### src/rtl/dds_profile_sequencer.sv
// dds_profile_sequencer: plays a stored list of modulation profiles into
// dds_modulator. Each profile is loaded, enabled for its dwell time and then
// held in reset for a fixed gap before the next profile is loaded.
module dds_profile_sequencer #(
    parameter int unsigned NUM_PROFILES = 8,
    parameter int unsigned DWELL_BITS   = 24,
    parameter int unsigned GAP_CYCLES   = 16,
    parameter int unsigned ENABLE_BIT   = 0,
    parameter int unsigned DEBUG_BIT    = 1
) (
    input  logic                              clk_i,
    input  logic                              rst_i,
    input  logic                              wr_en_i,
    input  logic [$clog2(NUM_PROFILES)-1:0]   wr_prof_i,
    input  logic [2:0]                        wr_field_i,
    input  logic [31:0]                       wr_data_i,
    input  logic [$clog2(NUM_PROFILES):0]     num_profiles_i,
    input  logic                              loop_i,
    input  logic                              debug_i,
    input  logic                              start_i,
    input  logic                              stop_i,
    output logic [31:0]                       config_reg_0_o,
    output logic [31:0]                       config_reg_1_o,
    output logic [31:0]                       config_reg_2_o,
    output logic [31:0]                       config_reg_3_o,
    output logic [31:0]                       config_reg_4_o,
    output logic [31:0]                       config_reg_5_o,
    output logic                              mod_rst_o,
    output logic                              busy_o,
    output logic [$clog2(NUM_PROFILES)-1:0]   profile_idx_o,
    output logic                              done_o
);

    localparam int unsigned PW = $clog2(NUM_PROFILES);
    localparam int unsigned GW = $clog2(GAP_CYCLES + 1);

    localparam logic [1:0] S_IDLE = 2'd0;
    localparam logic [1:0] S_LOAD = 2'd1;
    localparam logic [1:0] S_RUN  = 2'd2;
    localparam logic [1:0] S_GAP  = 2'd3;

    logic [31:0]           mode_tbl  [NUM_PROFILES];
    logic [31:0]           cfg_tbl   [NUM_PROFILES][4];
    logic [DWELL_BITS-1:0] dwell_tbl [NUM_PROFILES];

    logic [1:0]            state_q, state_d;
    logic [DWELL_BITS-1:0] cnt_q, cnt_d;
    logic [GW-1:0]         gcnt_q, gcnt_d;
    logic [PW-1:0]         idx_d;
    logic [31:0]           cfg0_d, cfg1_d, cfg2_d, cfg3_d, cfg4_d, cfg5_d;
    logic                  done_d;
    logic [PW:0]           num_eff_c;

    // Requested profile count clamped to the table depth
    assign num_eff_c = (num_profiles_i > (PW+1)'(NUM_PROFILES)) ? (PW+1)'(NUM_PROFILES)
                                                                : num_profiles_i;

    // Profile table; writes accepted in every state, cleared by reset
    always_ff @(posedge clk_i or posedge rst_i) begin
        if (rst_i) begin
            for (int unsigned i = 0; i < NUM_PROFILES; i++) begin
                mode_tbl[i]  <= '0;
                dwell_tbl[i] <= '0;
                for (int unsigned j = 0; j < 4; j++) cfg_tbl[i][j] <= '0;
            end
        end else if (wr_en_i) begin
            case (wr_field_i)
                3'd0:                   mode_tbl[wr_prof_i] <= wr_data_i;
                3'd1, 3'd2, 3'd3, 3'd4: cfg_tbl[wr_prof_i][2'(wr_field_i - 3'd1)] <= wr_data_i;
                3'd5:                   dwell_tbl[wr_prof_i] <= wr_data_i[DWELL_BITS-1:0];
                default: ;
            endcase
        end
    end

    // Next-state and next-output logic
    always_comb begin
        state_d = state_q;
        cnt_d   = cnt_q;
        gcnt_d  = gcnt_q;
        idx_d   = profile_idx_o;
        cfg1_d  = config_reg_1_o;
        cfg2_d  = config_reg_2_o;
        cfg3_d  = config_reg_3_o;
        cfg4_d  = config_reg_4_o;
        cfg5_d  = config_reg_5_o;
        done_d  = 1'b0;
        cfg0_d  = '0;
        if (stop_i && (state_q != S_IDLE)) begin
            state_d = S_IDLE;
        end else begin
            case (state_q)
                S_IDLE: begin
                    if (start_i && !stop_i && (num_profiles_i != '0)) begin
                        state_d = S_LOAD;
                        idx_d   = '0;
                    end
                end
                S_LOAD: begin
                    state_d = S_RUN;
                    cfg1_d  = mode_tbl[profile_idx_o];
                    cfg2_d  = cfg_tbl[profile_idx_o][0];
                    cfg3_d  = cfg_tbl[profile_idx_o][1];
                    cfg4_d  = cfg_tbl[profile_idx_o][2];
                    cfg5_d  = cfg_tbl[profile_idx_o][3];
                    cnt_d   = (dwell_tbl[profile_idx_o] == '0) ? DWELL_BITS'(1)
                                                               : dwell_tbl[profile_idx_o];
                end
                S_RUN: begin
                    if (cnt_q <= DWELL_BITS'(1)) begin
                        state_d = S_GAP;
                        gcnt_d  = GW'(GAP_CYCLES);
                    end else begin
                        cnt_d = cnt_q - DWELL_BITS'(1);
                    end
                end
                S_GAP: begin
                    if (gcnt_q <= GW'(1)) begin
                        if (({1'b0, profile_idx_o} + (PW+1)'(1)) < num_eff_c) begin
                            idx_d   = profile_idx_o + PW'(1);
                            state_d = S_LOAD;
                        end else if (loop_i) begin
                            idx_d   = '0;
                            state_d = S_LOAD;
                        end else begin
                            state_d = S_IDLE;
                            done_d  = 1'b1;
                        end
                    end else begin
                        gcnt_d = gcnt_q - GW'(1);
                    end
                end
                default: state_d = S_IDLE;
            endcase
        end
        cfg0_d[ENABLE_BIT] = (state_d == S_RUN);
        cfg0_d[DEBUG_BIT]  = debug_i;
    end

    // State and registered outputs
    always_ff @(posedge clk_i or posedge rst_i) begin
        if (rst_i) begin
            state_q        <= S_IDLE;
            cnt_q          <= '0;
            gcnt_q         <= '0;
            profile_idx_o  <= '0;
            config_reg_0_o <= '0;
            config_reg_1_o <= '0;
            config_reg_2_o <= '0;
            config_reg_3_o <= '0;
            config_reg_4_o <= '0;
            config_reg_5_o <= '0;
            mod_rst_o      <= 1'b1;
            busy_o         <= 1'b0;
            done_o         <= 1'b0;
        end else begin
            state_q        <= state_d;
            cnt_q          <= cnt_d;
            gcnt_q         <= gcnt_d;
            profile_idx_o  <= idx_d;
            config_reg_0_o <= cfg0_d;
            config_reg_1_o <= cfg1_d;
            config_reg_2_o <= cfg2_d;
            config_reg_3_o <= cfg3_d;
            config_reg_4_o <= cfg4_d;
            config_reg_5_o <= cfg5_d;
            mod_rst_o      <= (state_d != S_RUN);
            busy_o         <= (state_d != S_IDLE);
            done_o         <= done_d;
        end
    end

endmodule
### config.mk
export PLATFORM = sky130hd
export DESIGN_NAME = dds_profile_sequencer
export DESIGN_NICKNAME = d
export VERILOG_FILES = /design/src/rtl/dds_profile_sequencer.sv
export SDC_FILE = /design/constraint.sdc
export NUM_CORES = 2
export LEC_CHECK = 0
export ABC_CLOCK_PERIOD_IN_PS = 77000
export CORE_MARGIN = 8
export CORE_UTILIZATION = 58
export DETAILED_ROUTE_END_ITERATION = 10
export PLACE_DENSITY = 0.74
export SKIP_CTS_REPAIR_TIMING = 1
export SYNTH_ARGS = -nofsm -noshare
export SYNTH_HDL_FRONTEND = slang
export SYNTH_SLANG_ARGS = --single-unit
### constraint.sdc
create_clock -name clk_i -period 77 [get_ports clk_i]
set_clock_uncertainty 0.15 [all_clocks]
set_input_delay 15.4 -clock clk_i [delete_from_list [all_inputs] [get_ports clk_i]]
set_output_delay 15.4 -clock clk_i [all_outputs]
set_load 0.02 [all_outputs]
# Yosys cells after proc, flatten, opt, wreduce, memory -nomap -nowiden
# Index checks and enable logic that the tools add are counted.
# op_classes
eq_ne,16
shifts,0
reduce_logical,23
n_mux,44
div,0
multipliers,0
bitwise_logic,4
n_lt_le_gt_ge,9
add_sub_neg,5
# op_table
operator,n
$bwmux W1024,1
$bmux W128 S3,1
$demux W128 S3,1
$mux W128,3
$bwmux W256,1
$bwmux W192,1
$mux W32,4
$mux W24,5
$bmux W32 S3,1
$demux W32 S3,1
$bmux W24 S3,1
$demux W24 S3,1
$demux W32 S2,1
$pmux W24 S2,1
$le A24 B1 Y1 const B,1
$logic_not A24 Y1,1
$sub A24 B1 Y24 const B,1
$mux W3,4
$ne A2 B2 Y1 const B,6
$mux W5,2
$pmux W5 S2,1
$reduce_bool A2 Y1,5
$ge A4 B4 Y1 const B,2
$mux W2,4
33 further kinds,51
# totals
elab_cells,162
latchBits,0
out_inout_bits,198
mem_bits_rw,0
reg_bits,1671
rom_bits,0
n_memories,0
input_bits,49

# Longest topological paths before layout
# depth
depth_word,9
ltp_mapped,14
ltp_nobuf,9

# Worst setup path after synthesis
# No wires, ideal clock.
# synth_path
kind,input to register
startpoint,input num_profiles_i[3]
endpoint,register profile_idx_o[0]
path_slack_ns,59.805
cell_stages,9
setup_time_ns,0.083
t_arrival_ns,16.962
n_path_buf,0
t_required_ns,76.767
cell_sequence,inv_1 nand2_1 ha_1 nor4bb_1 o21ai_0 a211oi_1 o21ai_0 or2_2 o21ai_0
# synth_via
elab_chain_len,6
elab_cells_between_ends,11
classes_between,2 x order compare; 2 x eq/ne; 4 x mux; 3 x reduce/logical
# synth_lines
element,line_no,source
"start, declared",17,"input logic [$clog2(NUM_PROFILES):0] num_profiles_i,"
$gt A4 B4 Y1,55,assign num_eff_c = (num_profiles_i > (PW+1)'(NUM_PROFILES)) ? (PW+1)'(NUM_PROFILES)
$mux W4,55,
$lt A4 B4 Y1,119,"if (({1'b0, profile_idx_o} + (PW+1)'(1)) < num_eff_c) begin"
$mux W3,119,
$mux W3,118,if (gcnt_q <= GW'(1)) begin
$pmux W3 S2,92,case (state_q)
"end signal, assigned",160,profile_idx_o <= idx_d;
"end, declared",30,"output logic [$clog2(NUM_PROFILES)-1:0] profile_idx_o,"
# Parallel ways exist; a longest one is shown, timed or not. The select of a mux whose other input is x is not followed.
# A chain may end at the register's enable or synchronous reset.

==> run metrics <==
R2R cell count=7; placed wire-length estimate=103.7 mm; GRT overflow=0; Worst slew margin=0.2488; reg2reg end=cnt_q[0]; GRT Total Usage=0.2572; reg-to-reg startpoint=profile_idx_o[0]; TritonRoute pass-1 iters=5; ANT nets after route=0; status=completed; LEAKAGE=0.03864 µW; Synth top area share=0.5656; WP data required=77.64 ns; RSZ-0062 raised after global routing=false; Worst Path Arrival=20.78 ns; met3 WL=9.001 mm; Iteration-0 DRC Markers=3161; max cap viols=0; Worst VDD drop=0.02660 mV; Nets=4996; worst hold stages=1; Post-synth EDFFs=0; initial antenna violation count=7; TNS Setup=0 ns; final period utilization=0.2616; Slew @ Worst Pin=1.127 ns; Num CTS Buffers=170; Worst Hold Path EP=cfg_tbl[313]; Max Clock Freq=0.04964 GHz; Min-Delay Path Class=reg2reg; largest net degree at the start of global routing=172; I/O Buffers=216; r2r setup slk=72.43 ns; die height=372.9 µm; Routed WL=178.0 mm; Crit. End Element=async pin; Num Clock Sinks=1671; critical path class=in2async; post-synthesis register bit count=1671; Initial Utilization=0.5817; ys async rst share=1.000; sequential share of the synthesized area=0.5659; DR WL/cell=26.41 µm; IO Count=247; minimum clock period=20.14 ns; crit path max fanout=103; Mapped Cells=4888; Die X=372.9 µm; Vias=42230; Total Power Consumption=2389 µW; core box area=127000 µm²; clock root cell=clkbuf_16; Clock Pin Slew Worst Setup and Hold Paths=0.06 ns; Top FF cell, synth=dfrtp_1; Cell variety after synth=67; hold path start=cfg_tbl[313]; Top Layer Used=met5; CTS H-tree depth=4; Row Count=131; DIE AREA=139100 µm²; CTS tree=done; layout cells sized above 1=0.4490; DR vias/cell=6.267; wl on met1=78.76 mm; first-pass GRT wire length=278.7 mm; fin. max-slew vios=0; power density cells=28.77 nW/µm²; DRC Markers=0; vias in the first global route=44620; Yosys top cell by area=dfrtp_1; mean area per synthesized cell=15.12 µm²; Final GP Congestion=0.7969; clk_lat worst skew=0.80 ns; post-synthesis cell area=73890 µm²; Final Hold Fails=0; Area Growth Syn to Fin=12.39%; Syn. warnings=0; clock buffer depth=3; DR WL met2=86.09 mm; Critical Path Start Type=input port; leading post-synthesis cells by cell area=dfrtp_1, mux2_2, mux4_2, mux2i_1, clkbuf_1; Setup Viol. Count Final=0
-- layer usage --
layer  track usage  vias up
li1              -    17940
met1        0.3652    23040
met2        0.4163      968
met3       0.04363      269
met4       0.06836        8
met5             0        -
-- kinds of logic (layout without fill, tap and decap cells) --
group                      count (synthesis)  in the layout  synth area share
other                                      1             33        0.00005075
DFF                                     1671           1671            0.5659
muxes                                   2029           2029            0.3583
buffers and inverters                    487            644           0.02796
AOI/OAI and AO/OA                        316            316           0.02454
adders and majority gates                  8              8          0.001355
xor gates and xnor gates                   1              1         0.0001186
and+or+nand+nor                          375            375           0.02181
-- synthesized netlist by cell type (12+ instances only) --
cell         n
buf_4       34
inv_1       12
mux2i_1    209
clkbuf_1   291
nor2_1     222
o21ai_0     43
o22ai_1     14
buf_2       62
mux2_2    1475
mux4_2     345
nor3_1      14
a21oi_1    198
dfrtp_1   1670
buf_1       83
nand3_1     13
nand2_1     75
-- flip-flops by register name, summed over array words and instances, names as in the netlist, 24 cells and up --
signal	cells
config_reg_5_o	32
cfg_tbl	1024
config_reg_3_o	32
mode_tbl	256
dwell_tbl	192
config_reg_2_o	32
config_reg_1_o	32
config_reg_4_o	32
cnt_q	24
-- cells in the final DEF, fill, tap and decap left out, drive strengths merged, types with 4 or more instances in the layout --
| cell type | count |
|---|---|
| clkinvlp | 4 |
| clkbuf | 261 |
| nor3 | 14 |
| clkinv | 28 |
| mux4 | 345 |
| clkdlybuf4s50 | 206 |
| bufinv | 9 |
| a211o | 4 |
| ha | 8 |
| or3 | 8 |
| nand3 | 13 |
| nor2 | 222 |
| buf | 117 |
| nor2b | 8 |
| mux2i | 209 |
| a22o | 6 |
| a22oi | 6 |
| conb | 30 |
| o31ai | 6 |
| nand4 | 6 |
| mux2 | 1475 |
| o22ai | 14 |
| o21ai | 43 |
| nand2 | 75 |
| dfrtp | 1670 |
| o211ai | 4 |
| inv | 19 |
| a31oi | 7 |
| a21oi | 198 |
| nand2b | 7 |
| or2 | 5 |
-- worst max-delay path: stages --
cell	delay [ns]
clkdlybuf4s50_1	0.50
inv_8	0.53
buf_4	0.78
buf_4	0.77
buf_4	0.89
buf_4	0.78
buf_4	0.85
-- worst max path at each step --
stage	startpoint	endpoint	slack, ns	cells past startpoint
floorplan	rst_i	busy_o	14.29	1
finish	rst_i	config_reg_3_o[0]	56.86	7
global route	rst_i	cfg_tbl[859]	56.07	7
CTS	rst_i	cfg_tbl[859]	56.66	7
detailed placement	rst_i	cfg_tbl[860]	55.80	7
global placement	rst_i	cfg_tbl[860]	55.90	7
-- report_power, final --
group	leakage (µW)	total [µW]	switching [µW]	internal (µW)
Clock	0.00282	834	341	493
Sequential	0.0219	1110	83.4	1030
Combinational	0.0139	443	213	230
-- layout make-up --
| class | instances | area [µm²] |
|---|---|---|
| fillers | 8929 | 43980 |
| repair buffers | 324 | 3023 |
| diodes | 3 | 7.507 |
| clock inverters | 47 | 519.2 |
| inverters | 13 | 63.81 |
| clock buffers | 260 | 5180 |
| multi-input cells | 2759 | 30350 |
| well taps | 1662 | 2079 |
| flip-flops and latches | 1671 | 41820 |
-- stage by stage --
step / worst slack, ns / instances / area (µm²) / hold slack, ns / util
6_report: 56.86 / 6739 / 83040 / 0.3488 / 0.6537
5_1_grt: 56.07 / 6736 / 83040 / 0.3559 / 0.6537
4_1_cts: 56.66 / 6736 / 83040 / 0.3504 / 0.6537
3_5_place_dp: 55.80 / 6429 / 77340 / 0.3371 / 0.6088
3_3_place_gp: 55.90 / 6429 / 77340 / 0.3261 / 0.6088
2_1_floorplan: 14.29 / 4917 / 74000 / 0.3134 / -
Power figures use the tool's default switching activity.
